==> src/rtl/trap_filter_ctrl_pkg.sv <==
// ============================================================================
// trap_ctrl_pkg : shared types and constants for the trapezoidal filter control
// Revision: 1.0
// ============================================================================
`default_nettype none

package trap_ctrl_pkg;

  localparam int TRAP_DATA_W   = 16;
  localparam int TRAP_KL_W     = 8;
  localparam int TRAP_M_W      = 16;
  localparam int TRAP_PIPE_LAT = 4;
  localparam int TRAP_K_DEF    = 4;
  localparam int TRAP_L_DEF    = 8;
  localparam int TRAP_M1_DEF   = 16;
  localparam int TRAP_M2_DEF   = 1;

  typedef enum logic [2:0] {
    ST_IDLE   = 3'd0,
    ST_FLUSH  = 3'd1,
    ST_SETTLE = 3'd2,
    ST_RUN    = 3'd3
  } ctrl_state_t;

  typedef struct packed {
    logic [TRAP_KL_W-1:0] k;
    logic [TRAP_KL_W-1:0] l;
    logic [TRAP_M_W-1:0]  m1;
    logic [TRAP_M_W-1:0]  m2;
  } trap_coef_t;

endpackage

`default_nettype wire

==> src/rtl/trap_filter_ctrl_if.sv <==
// ============================================================================
// trap_filter_ctrl_if : config, sample, filter and status signals of the control
// Revision: 1.0
// ============================================================================
`default_nettype none

interface trap_filter_ctrl_if
  import trap_ctrl_pkg::*;
#(
  parameter int DATA_W = TRAP_DATA_W,
  parameter int KL_W   = TRAP_KL_W,
  parameter int M_W    = TRAP_M_W
);

  logic                     enable;
  logic                     cfg_valid;
  logic                     cfg_ready;
  logic [KL_W-1:0]          cfg_k;
  logic [KL_W-1:0]          cfg_l;
  logic [M_W-1:0]           cfg_m1;
  logic [M_W-1:0]           cfg_m2;
  logic                     cfg_err;
  logic                     in_valid;
  logic signed [DATA_W-1:0] in_data;
  logic                     filt_clear;
  logic signed [DATA_W-1:0] filt_in_data;
  logic [KL_W-1:0]          k_act;
  logic [KL_W-1:0]          l_act;
  logic [M_W-1:0]           m1_act;
  logic [M_W-1:0]           m2_act;
  logic signed [DATA_W-1:0] filt_out_data;
  logic                     out_valid;
  logic signed [DATA_W-1:0] out_data;
  logic [2:0]               state;
  logic                     out_ovf;

  modport master (
    output enable, cfg_valid, cfg_k, cfg_l, cfg_m1, cfg_m2,
           in_valid, in_data, filt_out_data,
    input  cfg_ready, cfg_err, filt_clear, filt_in_data,
           k_act, l_act, m1_act, m2_act, out_valid, out_data, state, out_ovf
  );

  modport slave (
    input  enable, cfg_valid, cfg_k, cfg_l, cfg_m1, cfg_m2,
           in_valid, in_data, filt_out_data,
    output cfg_ready, cfg_err, filt_clear, filt_in_data,
           k_act, l_act, m1_act, m2_act, out_valid, out_data, state, out_ovf
  );

endinterface

`default_nettype wire

==> src/rtl/trap_filter_ctrl_cfg_check.sv <==
// ============================================================================
// trap_ctrl_cfg_check : combinational legality check of a requested coefficient set
// Revision: 1.0
// ============================================================================
`default_nettype none

module trap_ctrl_cfg_check
  import trap_ctrl_pkg::*;
(
  input  trap_coef_t coef,
  output logic       valid
);

  localparam int SUM_W = TRAP_KL_W + 1;
  // The flush adds one to k+l, so the sum must stay two below the KL_W range.
  localparam logic [SUM_W-1:0] SUM_MAX = SUM_W'((1 << TRAP_KL_W) - 2);

  logic [SUM_W-1:0] sum;
  logic             unused_m;

  assign sum      = SUM_W'(coef.k) + SUM_W'(coef.l);
  assign valid    = (coef.k != '0) && (coef.l >= coef.k) && (sum <= SUM_MAX);
  assign unused_m = ^{coef.m1, coef.m2};

endmodule

`default_nettype wire

==> src/rtl/trap_filter_ctrl.sv <==
// ============================================================================
// trap_filter_ctrl : sequencer/config owner for the trapezoidal shaping filter.
// Optional build macro TRAP_CTRL_OVF_DET_EN adds the sticky output-overflow flag.
// Revision: 1.0
// ============================================================================
`default_nettype none

module trap_filter_ctrl
  import trap_ctrl_pkg::*;
#(
  parameter int DATA_W   = TRAP_DATA_W,
  parameter int KL_W     = TRAP_KL_W,
  parameter int M_W      = TRAP_M_W,
  parameter int PIPE_LAT = TRAP_PIPE_LAT,
  parameter int K_DEF    = TRAP_K_DEF,
  parameter int L_DEF    = TRAP_L_DEF,
  parameter int M1_DEF   = TRAP_M1_DEF,
  parameter int M2_DEF   = TRAP_M2_DEF
) (
  input  logic               clk,
  input  logic               reset,
  trap_filter_ctrl_if.slave  bus
);

  localparam int CNT_W = KL_W + 1;

  ctrl_state_t              state_q;
  ctrl_state_t              state_d;
  logic [CNT_W-1:0]         cnt_q;
  logic [CNT_W-1:0]         cnt_d;
  trap_coef_t               coef_q;
  trap_coef_t               coef_req;
  trap_coef_t               coef_next;
  logic                     cfg_ok;
  logic                     cfg_ready;
  logic                     cfg_acc;
  logic                     cfg_take;
  logic                     cfg_err_q;
  logic                     out_valid_q;
  logic signed [DATA_W-1:0] out_data_q;
  logic signed [DATA_W-1:0] filt_in_q;
  logic [CNT_W-1:0]         flush_cnt;
  logic [CNT_W-1:0]         settle_cnt;
  logic                     live;

  assign coef_req = '{k: bus.cfg_k, l: bus.cfg_l, m1: bus.cfg_m1, m2: bus.cfg_m2};

  trap_ctrl_cfg_check u_cfg_check (
    .coef  (coef_req),
    .valid (cfg_ok)
  );

  assign cfg_ready = (state_q != ST_FLUSH);
  assign cfg_acc   = bus.cfg_valid && cfg_ready;
  assign cfg_take  = cfg_acc && cfg_ok;
  assign coef_next = cfg_take ? coef_req : coef_q;

  // Flush length follows the coefficients that are active from the next edge on.
  assign flush_cnt  = CNT_W'(coef_next.k) + CNT_W'(coef_next.l) + CNT_W'(1);
  assign settle_cnt = CNT_W'(coef_q.k) + CNT_W'(coef_q.l) + CNT_W'(PIPE_LAT);

  always_comb begin
    state_d = state_q;
    cnt_d   = cnt_q;
    if (!bus.enable) begin
      state_d = ST_IDLE;
      cnt_d   = '0;
    end else begin
      unique case (state_q)
        ST_IDLE: begin
          state_d = ST_FLUSH;
          cnt_d   = flush_cnt;
        end
        ST_FLUSH: begin
          if (cnt_q <= CNT_W'(1)) begin
            state_d = ST_SETTLE;
            cnt_d   = settle_cnt;
          end else begin
            cnt_d = cnt_q - CNT_W'(1);
          end
        end
        ST_SETTLE: begin
          if (cfg_take) begin
            state_d = ST_FLUSH;
            cnt_d   = flush_cnt;
          end else if (cnt_q <= CNT_W'(1)) begin
            state_d = ST_RUN;
            cnt_d   = '0;
          end else begin
            cnt_d = cnt_q - CNT_W'(1);
          end
        end
        ST_RUN: begin
          if (cfg_take) begin
            state_d = ST_FLUSH;
            cnt_d   = flush_cnt;
          end
        end
        default: begin
          state_d = ST_IDLE;
          cnt_d   = '0;
        end
      endcase
    end
  end

  // Samples pass only while the filter stays out of clear on both sides of the edge.
  assign live = ((state_q == ST_SETTLE) || (state_q == ST_RUN)) &&
                ((state_d == ST_SETTLE) || (state_d == ST_RUN));

  always_ff @(posedge clk) begin
    if (reset) begin
      state_q     <= ST_IDLE;
      cnt_q       <= '0;
      coef_q      <= '{k: KL_W'(K_DEF), l: KL_W'(L_DEF), m1: M_W'(M1_DEF), m2: M_W'(M2_DEF)};
      cfg_err_q   <= 1'b0;
      out_valid_q <= 1'b0;
      out_data_q  <= '0;
      filt_in_q   <= '0;
    end else begin
      state_q     <= state_d;
      cnt_q       <= cnt_d;
      coef_q      <= coef_next;
      cfg_err_q   <= cfg_acc && !cfg_ok;
      out_valid_q <= (state_d == ST_RUN);
      if (state_d == ST_RUN) begin
        out_data_q <= bus.filt_out_data;
      end
      filt_in_q   <= (live && bus.in_valid) ? bus.in_data : '0;
    end
  end

`ifdef TRAP_CTRL_OVF_DET_EN
  localparam logic signed [DATA_W-1:0] DATA_MAX = {1'b0, {(DATA_W-1){1'b1}}};
  localparam logic signed [DATA_W-1:0] DATA_MIN = {1'b1, {(DATA_W-1){1'b0}}};

  logic ovf_q;

  always_ff @(posedge clk) begin
    if (reset) begin
      ovf_q <= 1'b0;
    end else if (cfg_take) begin
      ovf_q <= 1'b0;
    end else if ((state_q == ST_RUN) &&
                 ((bus.filt_out_data == DATA_MAX) || (bus.filt_out_data == DATA_MIN))) begin
      ovf_q <= 1'b1;
    end
  end

  assign bus.out_ovf = ovf_q;
`else
  assign bus.out_ovf = 1'b0;
`endif

  assign bus.cfg_ready    = cfg_ready;
  assign bus.cfg_err      = cfg_err_q;
  assign bus.filt_clear   = (state_q == ST_IDLE) || (state_q == ST_FLUSH);
  assign bus.filt_in_data = filt_in_q;
  assign bus.k_act        = coef_q.k;
  assign bus.l_act        = coef_q.l;
  assign bus.m1_act       = coef_q.m1;
  assign bus.m2_act       = coef_q.m2;
  assign bus.out_valid    = out_valid_q;
  assign bus.out_data     = out_data_q;
  assign bus.state        = state_q;

endmodule

`default_nettype wire
==> src/flat_wrapper.sv <==
// flat-port wrapper written by rule: the top's interface ports become plain ports
module trap_filter_ctrl_flat import trap_ctrl_pkg::*;
#(
  parameter int DATA_W   = TRAP_DATA_W,
  parameter int KL_W     = TRAP_KL_W,
  parameter int M_W      = TRAP_M_W,
  parameter int PIPE_LAT = TRAP_PIPE_LAT,
  parameter int K_DEF    = TRAP_K_DEF,
  parameter int L_DEF    = TRAP_L_DEF,
  parameter int M1_DEF   = TRAP_M1_DEF,
  parameter int M2_DEF   = TRAP_M2_DEF
)
  (clk, reset, bus_enable, bus_cfg_valid, bus_cfg_k, bus_cfg_l, bus_cfg_m1, bus_cfg_m2, bus_in_valid, bus_in_data, bus_filt_out_data, bus_cfg_ready, bus_cfg_err, bus_filt_clear, bus_filt_in_data, bus_k_act, bus_l_act, bus_m1_act, bus_m2_act, bus_out_valid, bus_out_data, bus_state, bus_out_ovf);
  trap_filter_ctrl_if #(.DATA_W(DATA_W), .KL_W(KL_W), .M_W(M_W)) bus_i ();
  input  logic clk;
  input  logic reset;
  input wire logic [$bits(bus_i.enable)-1:0] bus_enable;
  input wire logic [$bits(bus_i.cfg_valid)-1:0] bus_cfg_valid;
  input wire logic [$bits(bus_i.cfg_k)-1:0] bus_cfg_k;
  input wire logic [$bits(bus_i.cfg_l)-1:0] bus_cfg_l;
  input wire logic [$bits(bus_i.cfg_m1)-1:0] bus_cfg_m1;
  input wire logic [$bits(bus_i.cfg_m2)-1:0] bus_cfg_m2;
  input wire logic [$bits(bus_i.in_valid)-1:0] bus_in_valid;
  input wire logic [$bits(bus_i.in_data)-1:0] bus_in_data;
  input wire logic [$bits(bus_i.filt_out_data)-1:0] bus_filt_out_data;
  output wire logic [$bits(bus_i.cfg_ready)-1:0] bus_cfg_ready;
  output wire logic [$bits(bus_i.cfg_err)-1:0] bus_cfg_err;
  output wire logic [$bits(bus_i.filt_clear)-1:0] bus_filt_clear;
  output wire logic [$bits(bus_i.filt_in_data)-1:0] bus_filt_in_data;
  output wire logic [$bits(bus_i.k_act)-1:0] bus_k_act;
  output wire logic [$bits(bus_i.l_act)-1:0] bus_l_act;
  output wire logic [$bits(bus_i.m1_act)-1:0] bus_m1_act;
  output wire logic [$bits(bus_i.m2_act)-1:0] bus_m2_act;
  output wire logic [$bits(bus_i.out_valid)-1:0] bus_out_valid;
  output wire logic [$bits(bus_i.out_data)-1:0] bus_out_data;
  output wire logic [$bits(bus_i.state)-1:0] bus_state;
  output wire logic [$bits(bus_i.out_ovf)-1:0] bus_out_ovf;
  assign bus_i.enable = bus_enable;
  assign bus_i.cfg_valid = bus_cfg_valid;
  assign bus_i.cfg_k = bus_cfg_k;
  assign bus_i.cfg_l = bus_cfg_l;
  assign bus_i.cfg_m1 = bus_cfg_m1;
  assign bus_i.cfg_m2 = bus_cfg_m2;
  assign bus_i.in_valid = bus_in_valid;
  assign bus_i.in_data = bus_in_data;
  assign bus_i.filt_out_data = bus_filt_out_data;
  assign bus_cfg_ready = bus_i.cfg_ready;
  assign bus_cfg_err = bus_i.cfg_err;
  assign bus_filt_clear = bus_i.filt_clear;
  assign bus_filt_in_data = bus_i.filt_in_data;
  assign bus_k_act = bus_i.k_act;
  assign bus_l_act = bus_i.l_act;
  assign bus_m1_act = bus_i.m1_act;
  assign bus_m2_act = bus_i.m2_act;
  assign bus_out_valid = bus_i.out_valid;
  assign bus_out_data = bus_i.out_data;
  assign bus_state = bus_i.state;
  assign bus_out_ovf = bus_i.out_ovf;
  trap_filter_ctrl #(.DATA_W(DATA_W), .KL_W(KL_W), .M_W(M_W), .PIPE_LAT(PIPE_LAT), .K_DEF(K_DEF), .L_DEF(L_DEF), .M1_DEF(M1_DEF), .M2_DEF(M2_DEF)) u_core (.clk(clk), .reset(reset), .bus(bus_i));
endmodule
==> config.mk <==
export PLATFORM = sky130hd
export DESIGN_NAME = trap_filter_ctrl_flat
export DESIGN_NICKNAME = d
export VERILOG_FILES = /design/src/rtl/trap_filter_ctrl_pkg.sv /design/src/rtl/trap_filter_ctrl_if.sv /design/src/rtl/trap_filter_ctrl_cfg_check.sv /design/src/rtl/trap_filter_ctrl.sv /design/src/flat_wrapper.sv
export SDC_FILE = /design/constraint.sdc
export NUM_CORES = 1
export LEC_CHECK = 0
export ABC_AREA = 1
export CAP_MARGIN = 10
export CORE_MARGIN = 10
export CORE_UTILIZATION = 35
export CTS_CLUSTER_SIZE = 14
export DETAILED_ROUTE_END_ITERATION = 8
export GPL_TIMING_DRIVEN = 1
export PLACE_DENSITY = 0.7
export SLEW_MARGIN = 20
export SYNTH_ARGS = -nofsm -noshare
export SYNTH_HDL_FRONTEND = slang
export SYNTH_SLANG_ARGS = --single-unit
==> constraint.sdc <==
create_clock -name clk -period 12.47 [get_ports clk]
set_input_delay 2.494 -clock clk [delete_from_list [all_inputs] [get_ports clk]]
set_output_delay 2.494 -clock clk [all_outputs]
set_load 0.05 [all_outputs]
After elaboration in Yosys (flattened, before gate mapping) --
Index checks and enable logic that the tools add are counted.
Word-level totals: flip-flop bits (word level) 94, latch bits 0, memory bits (writable) 0, ROM bits 0, bits of input ports 85, output and inout bits 88, logic and storage cells 55, memories 0
Operators by class: add/subtract/negate cells 6, $mul 0, divide/modulo/power cells 0, order comparisons 3, equality and inequality tests 7, shifts and indexed selects 0, mux-type cells 12, bitwise operators 2, reductions and logical operators 15
Operator list (number):
- two-way mux 48 bit | 1
- two-way mux 9 bit | 4
- one-hot mux 9 bit (4 select lines) | 1
- adder 8 x 8 -> 9 bit | 3
- two-way mux 3 bit | 5
- equality test 3 x 2 -> 1 bit (second input constant) | 4
- one-hot mux 3 bit (4 select lines) | 1
- adder 9 x 1 -> 9 bit (second input constant) | 1
- adder 9 x 3 -> 9 bit (second input constant) | 1
- <= comparator 9 x 1 -> 1 bit (second input constant) | 1
- <= comparator 9 x 8 -> 1 bit (second input constant) | 1
- subtractor 9 x 1 -> 9 bit (second input constant) | 1
- >= comparator 8 bit | 1
- nonzero test 8 bit | 1
- logical AND 1 bit | 7
- OR reduction 2 bit | 2
- equality test 3 x 1 -> 1 bit (second input constant) | 1
- zero test 3 bit | 1
- logical OR 1 bit | 3
- inequality test 3 x 1 -> 1 bit (second input constant) | 1
- inequality test 2 x 1 -> 1 bit (second input constant) | 1
- NOT 1 bit | 2
- zero test 1 bit | 1

Longest topological paths before layout --
word-level depth 13, gate-level depth with buffers 30

Cells and area by module --
Synthesis repeated with hierarchy kept, for this count alone.
Unflattened totals: cells, all modules 809, area total of the unflattened synthesis 5405.2 µm²
By module, submodules not included:
- trap_filter_ctrl | times used 1, cells each 693, area each 4759.6 µm², sequential area each 1881.8 µm²
- trap_ctrl_cfg_check | times used 1, cells each 116, area each 645.6 µm², sequential area each 0.0 µm²

Worst setup path before layout --
Ideal clock, no wire load.
path type input to register, start input port bus_cfg_l[0], end register u_core.cnt_q[6], data arrival time 5.776 ns, data required time 12.344 ns, slack 6.567 ns, stages on the path 27, path through ha_1 inv_1 fa_1 nor2_1 nand3_1 nor2_1 nand3_1 nor2_2 nand2_2 nand4_4 inv_2 buf_2 nand2_1 o21ai_0 ha_1 fa_1 o21ai_0 nand2_1 nand2_1 nand2_1 nand2_1 xor2_1 nor2_1 a21oi_1 nand2_1 nand2_1 a21oi_1
On the way: longest elaborated chain between the ends 9, elaborated cells between the ends (all ways) 13
RTL lines:
- start: declaration | RTL line flat_wrapper.sv:20 | input wire logic [$bits(bus_i.cfg_l)-1:0] bus_cfg_l;
- adder 8 x 8 -> 9 bit / >= comparator 8 bit (equally long branches) | RTL line trap_filter_ctrl_cfg_check.sv:21, trap_filter_ctrl_cfg_check.sv:22
- <= comparator 9 x 8 -> 1 bit / logical AND 1 bit (equally long branches) | RTL line trap_filter_ctrl_cfg_check.sv:22 | assign valid = (coef.k != '0) && (coef.l >= coef.k) && (sum <= SUM_MAX);
- logical AND 1 bit | RTL line trap_filter_ctrl_cfg_check.sv:22
- logical AND 1 bit | RTL line trap_filter_ctrl.sv:55 | assign cfg_take = cfg_acc && cfg_ok;
- two-way mux 48 bit | RTL line trap_filter_ctrl.sv:56 | assign coef_next = cfg_take ? coef_req : coef_q;
- adder 8 x 8 -> 9 bit | RTL line trap_filter_ctrl.sv:59 | assign flush_cnt = CNT_W'(coef_next.k) + CNT_W'(coef_next.l) + CNT_W'(1);
- adder 9 x 1 -> 9 bit | RTL line trap_filter_ctrl.sv:59
- two-way mux 9 bit, on equally long branches | RTL line trap_filter_ctrl.sv:94, trap_filter_ctrl.sv:83
- one-hot mux 9 bit (4 select lines) | RTL line trap_filter_ctrl.sv:69 | unique case (state_q)
- end signal: assignment | RTL line trap_filter_ctrl.sv:122 | cnt_q <= cnt_d;
- end: declaration | RTL line trap_filter_ctrl.sv:29 | logic [CNT_W-1:0] cnt_q;
Parallel ways exist; a longest one is shown, timed or not. The select of a mux whose other input is x is not followed. A chain may end at the register's enable or synchronous reset.

Worst setup path in the final report --
start input port bus_cfg_k[0], end register u_core.cnt_q[6]
On the way: longest elaborated chain between the ends 9, elaborated cells between the ends (all ways) 14
RTL lines:
- start: declaration | RTL line flat_wrapper.sv:19 | input wire logic [$bits(bus_i.cfg_k)-1:0] bus_cfg_k;
- adder 8 x 8 -> 9 bit, or another cell as far along | RTL line trap_filter_ctrl_cfg_check.sv:21 | assign sum = SUM_W'(coef.k) + SUM_W'(coef.l);
- <= comparator 9 x 8 -> 1 bit / logical AND 1 bit (equally long branches) | RTL line trap_filter_ctrl_cfg_check.sv:22
- logical AND 1 bit | RTL line trap_filter_ctrl_cfg_check.sv:22
- logical AND 1 bit | RTL line trap_filter_ctrl.sv:55
- two-way mux 48 bit | RTL line trap_filter_ctrl.sv:56
- adder 8 x 8 -> 9 bit | RTL line trap_filter_ctrl.sv:59
- adder 9 x 1 -> 9 bit | RTL line trap_filter_ctrl.sv:59
- two-way mux 9 bit, on equally long branches | RTL line trap_filter_ctrl.sv:94, trap_filter_ctrl.sv:83
- one-hot mux 9 bit (4 select lines) | RTL line trap_filter_ctrl.sv:69
Parallel ways exist; a longest one is shown, timed or not. The select of a mux whose other input is x is not followed.

==> reports/metrics.yaml <==
timing.reg2reg.worst_path_depth: 21
cts_repair_resize_count: 0
area_growth_pct: 39.17
die_width_um: 143.8
layout_net_count: 1032
post-synth-top-area-cell: "dfxtp_1"
top_level_ports: 173
critical_path.reg2reg.endpoint: "u_core.cnt_q[6]"
initialDrtViolationCount: 200
critical_path.startpoint: "bus_cfg_k[0]"
clkLatencyLatePin_ns: 0.35
placedCellCount: 1079
p_sw_share_pct: 35.38
timing.final.setup_violations: 0
die_area_um2: 20660
synth-async-reset-ratio_pct: 0
worst_slew_margin_rel_pct: 34.09
cts-root-to-sink-buffers: 2
placementRows: 45
tritoncts_clock_tree: "yes"
share_seq_of_total_power_pct: 36.0
arrival_ns: 7.70
worst_setup_hold_path_clk_slew_ns: 0.07
finalCritPeriodShare_pct: 59.96
synthesis.instances: 744
crit_path_end: "u_core.cnt_q[6]"
antenna_found_initial: 0
grt.total_usage_pct: 14.87
number_of_clock_sinks: 94
synth_top_flop_cell: "dfxtp_1"
power.density_cell_area_nw_per_um2: 121.0
worst_pin_slew_ns: 0.9886
grt_remaining_overflow: 0
ctsRootBufferMaster: "clkbuf_16"
vias: 5083
worstSetupEndpointType: "flop"
synth_seq_cells: 94
status: "finished, final reports clean"
layout_min_cycle_time_ns: 7.478
min_path_type: "reg2reg"
final_cell_count_no_fill: 1094
post-cts-setup-buffers: 0
cts_htree_levels: 3
drt_first_pass_iters: 4
first_global_vias: 5077
ys_types: 43
io_buffers: 171
regToRegSetupSlack_ns: 7.35
timing.rr.start: "u_core.bus.state[1]"
antenna-diode-count: 0
number_of_drc_violations_after_detailed_routing: 0
yosysWarningCount: 0
final-hold-violation-count: 0
timing.max_cap.violations: 0
fp.dieH_um: 143.8
cts-buffers-inserted: 9
routed_via_density: 4.646
cts-hold-fix-buffers: 0
timing.hold.worst_path_depth: 2
timing.clock.skew_ns: 0.006422
cp_max_fo: 50
fmax_mhz: 133.7
grt_pass1_wl_um: 24920
power.clock.fraction_pct: 31.4
grt_max_degree: 51
leakage_uw: 0.003191
avgSynthCellArea_um2: 7.204
p_sw_uw: 319.4
avgRoutedWirePerCell_um: 14.03
timing.final.max_slew_violations: 0
area_share_of_the_largest_cell_type_after_synthesis_pct: 35.11
peakVddDrop_uv: 70.90
layout-drive-gt1-share_pct: 7.285
synth_sequential_area_ratio_pct: 35.11
filler_cell_count_in_the_final_layout: 1501
floorplan.initialDensity_pct: 35.52
worstSetupPathType: "in2reg"
required_ns: 12.69
place_congestion: 0.9019
final_routed_wirelength_across_all_metal_layers_um: 15340
fin_setup_tns_ns: 0
ys_top_cells_by_area: "dfxtp_1, nand2_1, ha_1"
postRouteAntennaNets: 0
combinationalPowerShare_pct: 32.6
number_of_enable_flip_flop_cells_after_synthesis: 0
core_um2: 15090
internal_power_of_the_cells_uw: 583.4
grt_setup_unrepaired: "false"
post_synth_instance_area_um2: 5360
timing.critical_path.from_type: "primary input"
hpwl_um: 11760
==> cell type report <==
cell class	instances	area, um^2	share of cell area [%]
Multi-Input combinational cell	524	2943	39.45
Tap cell	188	235.2	3.153
Clock inverter	6	75.07	1.006
Clock buffer	9	225.2	3.019
Inverter	101	385.4	5.166
Timing Repair Buffer	172	1714	22.98
Sequential cell	94	1882	25.23
==> cells in the mapped netlist (2+ instances only) <==
cell type and n:
nor4_1 2, nand2_1 176, a21oi_2 2, nand2_2 8, buf_2 12, a21oi_1 70, nand4_1 7, fa_1 3
nor3_1 3, inv_1 93, nor2_2 2, or2_2 13, o21ai_1 15, dfxtp_1 94, o21ai_0 24, xnor2_1 9
buf_4 3, nand3_1 32, xor2_1 9, nor2_4 11, clkbuf_1 8, buf_8 2, nor2_1 71, ha_1 42
a211oi_1 10, inv_2 6
==> flip-flops by register name (all words and copies together), names as in the netlist, 3 cells and up, named ones only <==
register	count
u_core.bus.k_act	8
u_core.bus.m1_act	16
u_core.bus.filt_in_data	16
u_core.bus.l_act	7
u_core.cnt_q	9
u_core.bus.out_data	16
u_core.bus.state	3
u_core.bus.m2_act	16
==> stage by stage <==
stage | hold slack [ns] | setup slack (ns) | power [uW] | utilization (%) | area (um^2)
after CTS | 0.4663 | 4.945 | 909.4 | 49.44 | 7460
after detailed placement | 0.4550 | 4.639 | 625.5 | 47.45 | 7159
after global placement | 0.4520 | 4.782 | 624.0 | 47.45 | 7159
after global routing | 0.4874 | 4.333 | 957.3 | 49.44 | 7460
after floorplan | 0.4579 | 6.567 | 536.1 | - | 5364
final | 0.4632 | 4.992 | 902.8 | 49.44 | 7460
==> metal layers <==
metal  track usage (%)  part of all wire [%]  up-vias
li1                  -                     -     2682
met1             17.04                    42     2252
met2             24.24                    47      133
met3             5.941                   8.7       16
met4             5.911                   1.8        0
met5                 0                     0        -
==> logic make-up after synthesis <==
family                     count (synthesis)  share of synthesized area, %
and+or+nand+nor                          331                         27.99
AOI/OAI and AO/OA                        128                         12.91
buffers and inverters                    127                         10.06
DFF                                       94                         35.11
adders and majority gates                 45                         10.92
xor gates and xnor gates                  18                         2.941
other                                      1                       0.06996
==> worst max-delay path, cell delays in order <==
cell and delay (ns):
clkdlybuf4s50_1 0.50, ha_1 0.16, inv_1 0.06, fa_1 0.38, inv_1 0.08, nand3_1 0.08, nand2_1 0.10, nand2_1 0.05
nand3_1 0.09, nor2_2 0.05, nand2_2 0.07, nand4_4 0.59, inv_2 0.73, o21ai_0 0.27, ha_1 0.27, fa_1 0.41
o21ai_0 0.41, nand2_1 0.09, nand2_1 0.07, nand2_1 0.05, nand2_1 0.07, xor2_1 0.22, nor2_1 0.07, a21oi_1 0.13
nand2_1 0.07, nand2_1 0.05, a21oi_1 0.07
==> layout by cell type (no fill, tap or decap), drive strengths merged, types with 3 or more instances in the layout <==
master,instances
nand2,185
clkdlybuf4s50,170
inv,100
dfxtp,94
nor2,84
a21oi,72
ha,42
o21ai,39
nand3,33
or2,14
a211oi,10
xnor2,9
xor2,9
clkbuf,9
nand4,8
nor3,4
clkinv,4
fa,3
==> power groups by stage <==
stage / clock network [uW] / registers, uW / logic [uW]
6_report: 284 / 325 / 295
5_1_grt: 301 / 326 / 330
4_1_cts: 289 / 325 / 296
3_5_place_dp: 0 / 331 / 294
3_3_place_gp: 0 / 331 / 293
2_1_floorplan: 0 / 371 / 165
==> worst min-delay path by stage <==
| stage | startpoint | end | slack (ns) |
|---|---|---|---|
| detailed placement | u_core.bus.m2_act[15] | u_core.bus.m2_act[15] | 0.46 |
| global placement | u_core.bus.m2_act[15] | u_core.bus.m2_act[15] | 0.45 |
| CTS | u_core.bus.m2_act[15] | u_core.bus.m2_act[15] | 0.47 |
| global route | u_core.bus.m1_act[6] | u_core.bus.m1_act[6] | 0.49 |
| finish | u_core.bus.m2_act[8] | u_core.bus.m2_act[8] | 0.46 |
| floorplan | u_core.cnt_q[1] | u_core.cnt_q[1] | 0.46 |
(Power assumes the default switching activity.)
==> RTL change 1, RTL diff (config.mk and constraints unchanged) <==
Build with the macro `TRAP_CTRL_OVF_DET_EN` defined.
--- a/src/rtl/trap_filter_ctrl.sv
+++ b/src/rtl/trap_filter_ctrl.sv
@@ -5,4 +5,6 @@
 // ============================================================================
 `default_nettype none
+
+`define TRAP_CTRL_OVF_DET_EN
 
 module trap_filter_ctrl
Behaviour: no difference found for any inputs over 4 cycles, from zero or initial values and one cycle with reset high; that may be too few to reach the edited logic, so the function may still have changed.
==> RTL change 1 against the unedited design <==
Sequential cell count rose by 1. Area after synthesis shrank 1.6%. Design area decreased by 0.44%. Die area is 1.4% lower. Setup slack gained 0.38 ns. First-iteration DRC count rose by 96%. Wire length increased by 5.2%. Power is 3.6% lower. Critical path type unchanged.
==> RTL change 1: results (changes against the unedited design) <==
Reg-to-reg slack, setup: 7.90 ns (+0.55 ns)
Hpwl dp: 12,700 um (+8.3%)
DR WL/cell: 14.7 um (+4.8%)
First drt pass iteration count: 5 (+1)
Slew @ Worst Pin: 0.946 ns (-0.0430 ns)
Dominant cells by area after synthesis: dfxtp_1 (36%), nand2_1 (12%), ha_1 (9.7%)
Sequential share of the synthesized area: 36.1% (+0.96 points)
Outcome: complete, no violations
Placement Setup Slack: 5.04 ns (+0.402 ns)
Core Area: 14,600 um2 (-3.0%)
Clock skew: 0.00869 ns (+0.00227 ns)
Synth unique cells: 47 (+9.3%)
First-pass GRT wire length: 26,500 um (+6.3%)
Vias in the first global route: 5,267 (+3.7%)
Initial DRC Count: 391 (+96%)
Via density: 4.80 (+3.2%)
Slowest-stage cell, CP: clkdlybuf4s50_1
Worst hold slack: 0.465 ns (+0.00169 ns)
GPL Wtd Cong: 0.898 (-0.43%)
Share of cells above drive strength 1: 5.14% (-2.1 points)
Pin count of the biggest net entering global routing: 69 (+35%)
CP max FO: 68 (+36%)
GRT Util Overall: 16.1% (+1.2 points)
Net count, final: 1,039 (+0.68%)
Worst Path Arrival: 7.32 ns (-0.38 ns)
Port bufs: 172 (+0.58%)
VDD IR max: 0.0750 mV (+5.8%)
==> RTL change 1: cell types whose count changed in the layout (fill, tap and decap cells not counted), sizes merged, moves of 4 or more <==
cell / unedited run / this run
xnor2: 9 / 4
nand4: 8 / 12
or2: 14 / 10
nor2: 84 / 89
o21ai: 39 / 45
a31oi: 1 / 5
nand2: 185 / 176
==> RTL change 1: logic make-up (layout without fill, tap and decap cells) <==
| family | Yosys count | after routing | share of synthesized area (%) |
|---|---|---|---|
| and+or+nand+nor | 336 | 336 | 27.6 |
| AOI/OAI and AO/OA | 139 | 139 | 14.5 |
| buffers and inverters | 122 | 288 | 8.97 |
| DFF | 95 | 95 | 36.1 |
| adders and majority gates | 44 | 44 | 10.9 |
| xor gates and xnor gates | 12 | 12 | 1.99 |
| other | 1 | 1 | 0.0711 |
==> RTL change 1: area by class of cell <==
type	instances	area [um2]
multi-input cells	532	2900
clock buffers	9	225
clock inverters	7	72.6
flip-flops and latches	95	1900
well taps	184	230
repair buffers	174	1730
inverters	98	368
fillers	1455	7220
==> RTL change 1: final timing paths <==
path                                     start                           endpoint  cells after the start
max reg2reg     u_core.bus.state[1]$_SDFF_PP0_       u_core.cnt_q[6]$_SDFFE_PP0P_                     23
min reg2reg  u_core.bus.m2_act[7]$_SDFFE_PP0P_  u_core.bus.m2_act[7]$_SDFFE_PP0P_                      2
min          u_core.bus.m2_act[7]$_SDFFE_PP0P_  u_core.bus.m2_act[7]$_SDFFE_PP0P_                      2
max                               bus_cfg_k[0]       u_core.cnt_q[6]$_SDFFE_PP0P_                     29
==> RTL change 1: where the power goes <==
part | leakage [nW] | switching [mW] | internal (mW)
logic | 2.34 | 0.168 | 0.104
clock network | 0.148 | 0.130 | 0.141
registers | 0.771 | 0.00985 | 0.317
total | 3.26 | 0.308 | 0.562
==> RTL change 1: through the flow <==
stage               std cells  instance area, um2
global route             1099                7430
finish                   1099                7430
global placement         1083                7130
detailed placement       1083                7130
floorplan                 749                5270
CTS                      1099                7430
==> RTL change 1: worst max-delay path: cells and delay by family <==
kind                     cells  cell delay, ns
AO/OA/AOI/OAI                4            0.40
adder cells (fa/ha/maj)      4            1.28
buffers and inverters        6            1.47
AND/OR/NAND/NOR             15            1.58
==> RTL change 1: per-layer routing <==
metal | GRT usage, % | vias up | wire length [um]
li1 | - | 2748 | -
met1 | 18.4 | 2341 | 6730
met2 | 25.2 | 174 | 7120
met3 | 9.72 | 9 | 2170
met4 | 3.47 | 0 | 125
met5 | 0 | - | 0
==> RTL change 2, RTL diff (config.mk and constraints unchanged) <==
Made on the original files. The package constant `TRAP_DATA_W` goes from 16 to 32.
--- a/src/rtl/trap_filter_ctrl_pkg.sv
+++ b/src/rtl/trap_filter_ctrl_pkg.sv
@@ -7,5 +7,5 @@
 package trap_ctrl_pkg;
 
-  localparam int TRAP_DATA_W   = 16;
+  localparam int TRAP_DATA_W   = 32;
   localparam int TRAP_KL_W     = 8;
   localparam int TRAP_M_W      = 16;
Interface: changed (resized bus_filt_in_data, bus_filt_out_data, bus_in_data and bus_out_data); port bits go from 173 to 237. No check against the original RTL was run, so the function may have changed too.
==> RTL change 2 against the unedited design <==
Synthesized cell count up 22%. Setup slack better by 0.51 ns. Non-clock buffer count up 68. Core utilization grew 2.6 points. Clock skew rose by 0.0011 ns. Critical path depth shrank 1. Area after synthesis up 24%. Register-to-register slack better by 1.1 ns. Sequential cell count grew 32. Wire length up 34%. Design area rose by 30%. Cell count up 25%. Power increased by 48%. Via count increased by 26%. Highest routed layer unchanged.
==> RTL change 2: results (changes against the unedited design) <==
Initial DRC Count: 410 (+110%)
First drt pass iteration count: 6 (+2)
Slew @ Worst Pin: 1.02 ns (+0.0337 ns)
First-pass GRT wire length: 32,700 um (+31%)
VDD IR max: 0.111 mV (+56%)
Port bufs: 235 (+37%)
DR WL/cell: 15.0 um (+7.2%)
Metal-1 WL: 8040 um (+24%)
CTS Buf Count: 17 (+8)
Outcome: complete, no violations
Met3 Use GR: 8.06% (+2.1 points)
Worst hold slack: 0.465 ns (+0.00184 ns)
Met2 wire len: 10,200 um (+41%)
Clock skew: 0.00750 ns (+0.00108 ns)
Slowest-stage cell, CP: buf_4
Net count, final: 1,287 (+25%)
H-tree levels: 4 (+1)
Non-Filler Instances: 1,372 (+25%)
Placement Setup Slack: 5.15 ns (+0.508 ns)
CP max FO: 79 (+58%)
Sequential share of the synthesized area: 38.0% (+2.9 points)
Dominant cells by area after synthesis: dfxtp_1 (38%), nand2_1 (12%), ha_1 (7.9%)
Met1 Use GR: 17.9% (+0.86 points)
Share of cells above drive strength 1: 7.91% (+0.62 points)
Synth unique cells: 44 (+2.3%)
CP delay by family, top: buffers and inverters
Reg2reg path depth: 17 (-19%)
CP peak stage delay: 0.62 ns (-0.11 ns)
Met2 usage: 27.8% (+3.6 points)
Worst Path Arrival: 7.26 ns (-0.44 ns)
GPL Wtd Cong: 0.867 (-3.8%)
Cells after Synth: 906 (+22%)
Hold Crit Start: u_core.bus.m1_act[6]$_SDFFE_PP0P_
Placed Area: 9060 um2 (+27%)
Hold path endpoint: u_core.bus.m1_act[6]$_SDFFE_PP0P_
Clk_lat worst skew: 0.41 ns (+0.06 ns)
Post-synth top cells: nand2_1 (220), dfxtp_1 (126), inv_1 (103), nor2_1 (99), a21oi_1 (91)
LEAKAGE: 4.19 nW (+31%)
Reg-to-reg slack, setup: 8.41 ns (+1.06 ns)
==> RTL change 2: changes by cell type in the layout (fill, tap and decap cells not counted), moves of 10 or more <==
cell             before  now
a21oi_2               2   12
clkdlybuf4s50_1     170  234
nand2_1             176  220
nor2_1               71   98
nand3b_1              1   32
a21oi_1              70   91
o21ai_1              15    2
inv_1                93  103
dfxtp_1              94  126
==> RTL change 2: cell families after synthesis <==
logic type / Yosys count / synth area share [%]
compound gates: 139 / 12.0
xor+xnor: 17 / 2.24
fa+ha+maj: 45 / 8.81
buf+inv: 154 / 10.6
flops: 126 / 38.0
other cells: 1 / 0.0564
simple gates: 424 / 28.3
==> RTL change 2: worst max path at each step <==
stage | slack, ns | end | depth (start not counted)
2_1_floorplan | 6.60 | u_core.cnt_q[6]$_SDFFE_PP0P_ | 27
3_3_place_gp | 5.27 | u_core.cnt_q[6]$_SDFFE_PP0P_ | 26
3_5_place_dp | 5.15 | u_core.cnt_q[6]$_SDFFE_PP0P_ | 26
4_1_cts | 5.56 | u_core.cnt_q[6]$_SDFFE_PP0P_ | 26
5_1_grt | 5.05 | u_core.cnt_q[6]$_SDFFE_PP0P_ | 27
6_report | 5.50 | u_core.cnt_q[6]$_SDFFE_PP0P_ | 26
==> RTL change 2: power breakdown <==
part | switching [mW] | total (mW) | internal [mW]
clock | 0.200 | 0.565 | 0.364
combinational | 0.208 | 0.339 | 0.132
sequential | 0.0112 | 0.430 | 0.418
total | 0.419 | 1.33 | 0.914
==> RTL change 2: area by class of cell <==
type,instances,area [um2],area share [%]
multi-input cells,627,3440,35.3
repair buffers,240,2380,24.5
well taps,234,293,3.01
clock inverters,14,228,2.34
flip-flops and latches,126,2520,25.9
inverters,113,424,4.36
clock buffers,18,439,4.51
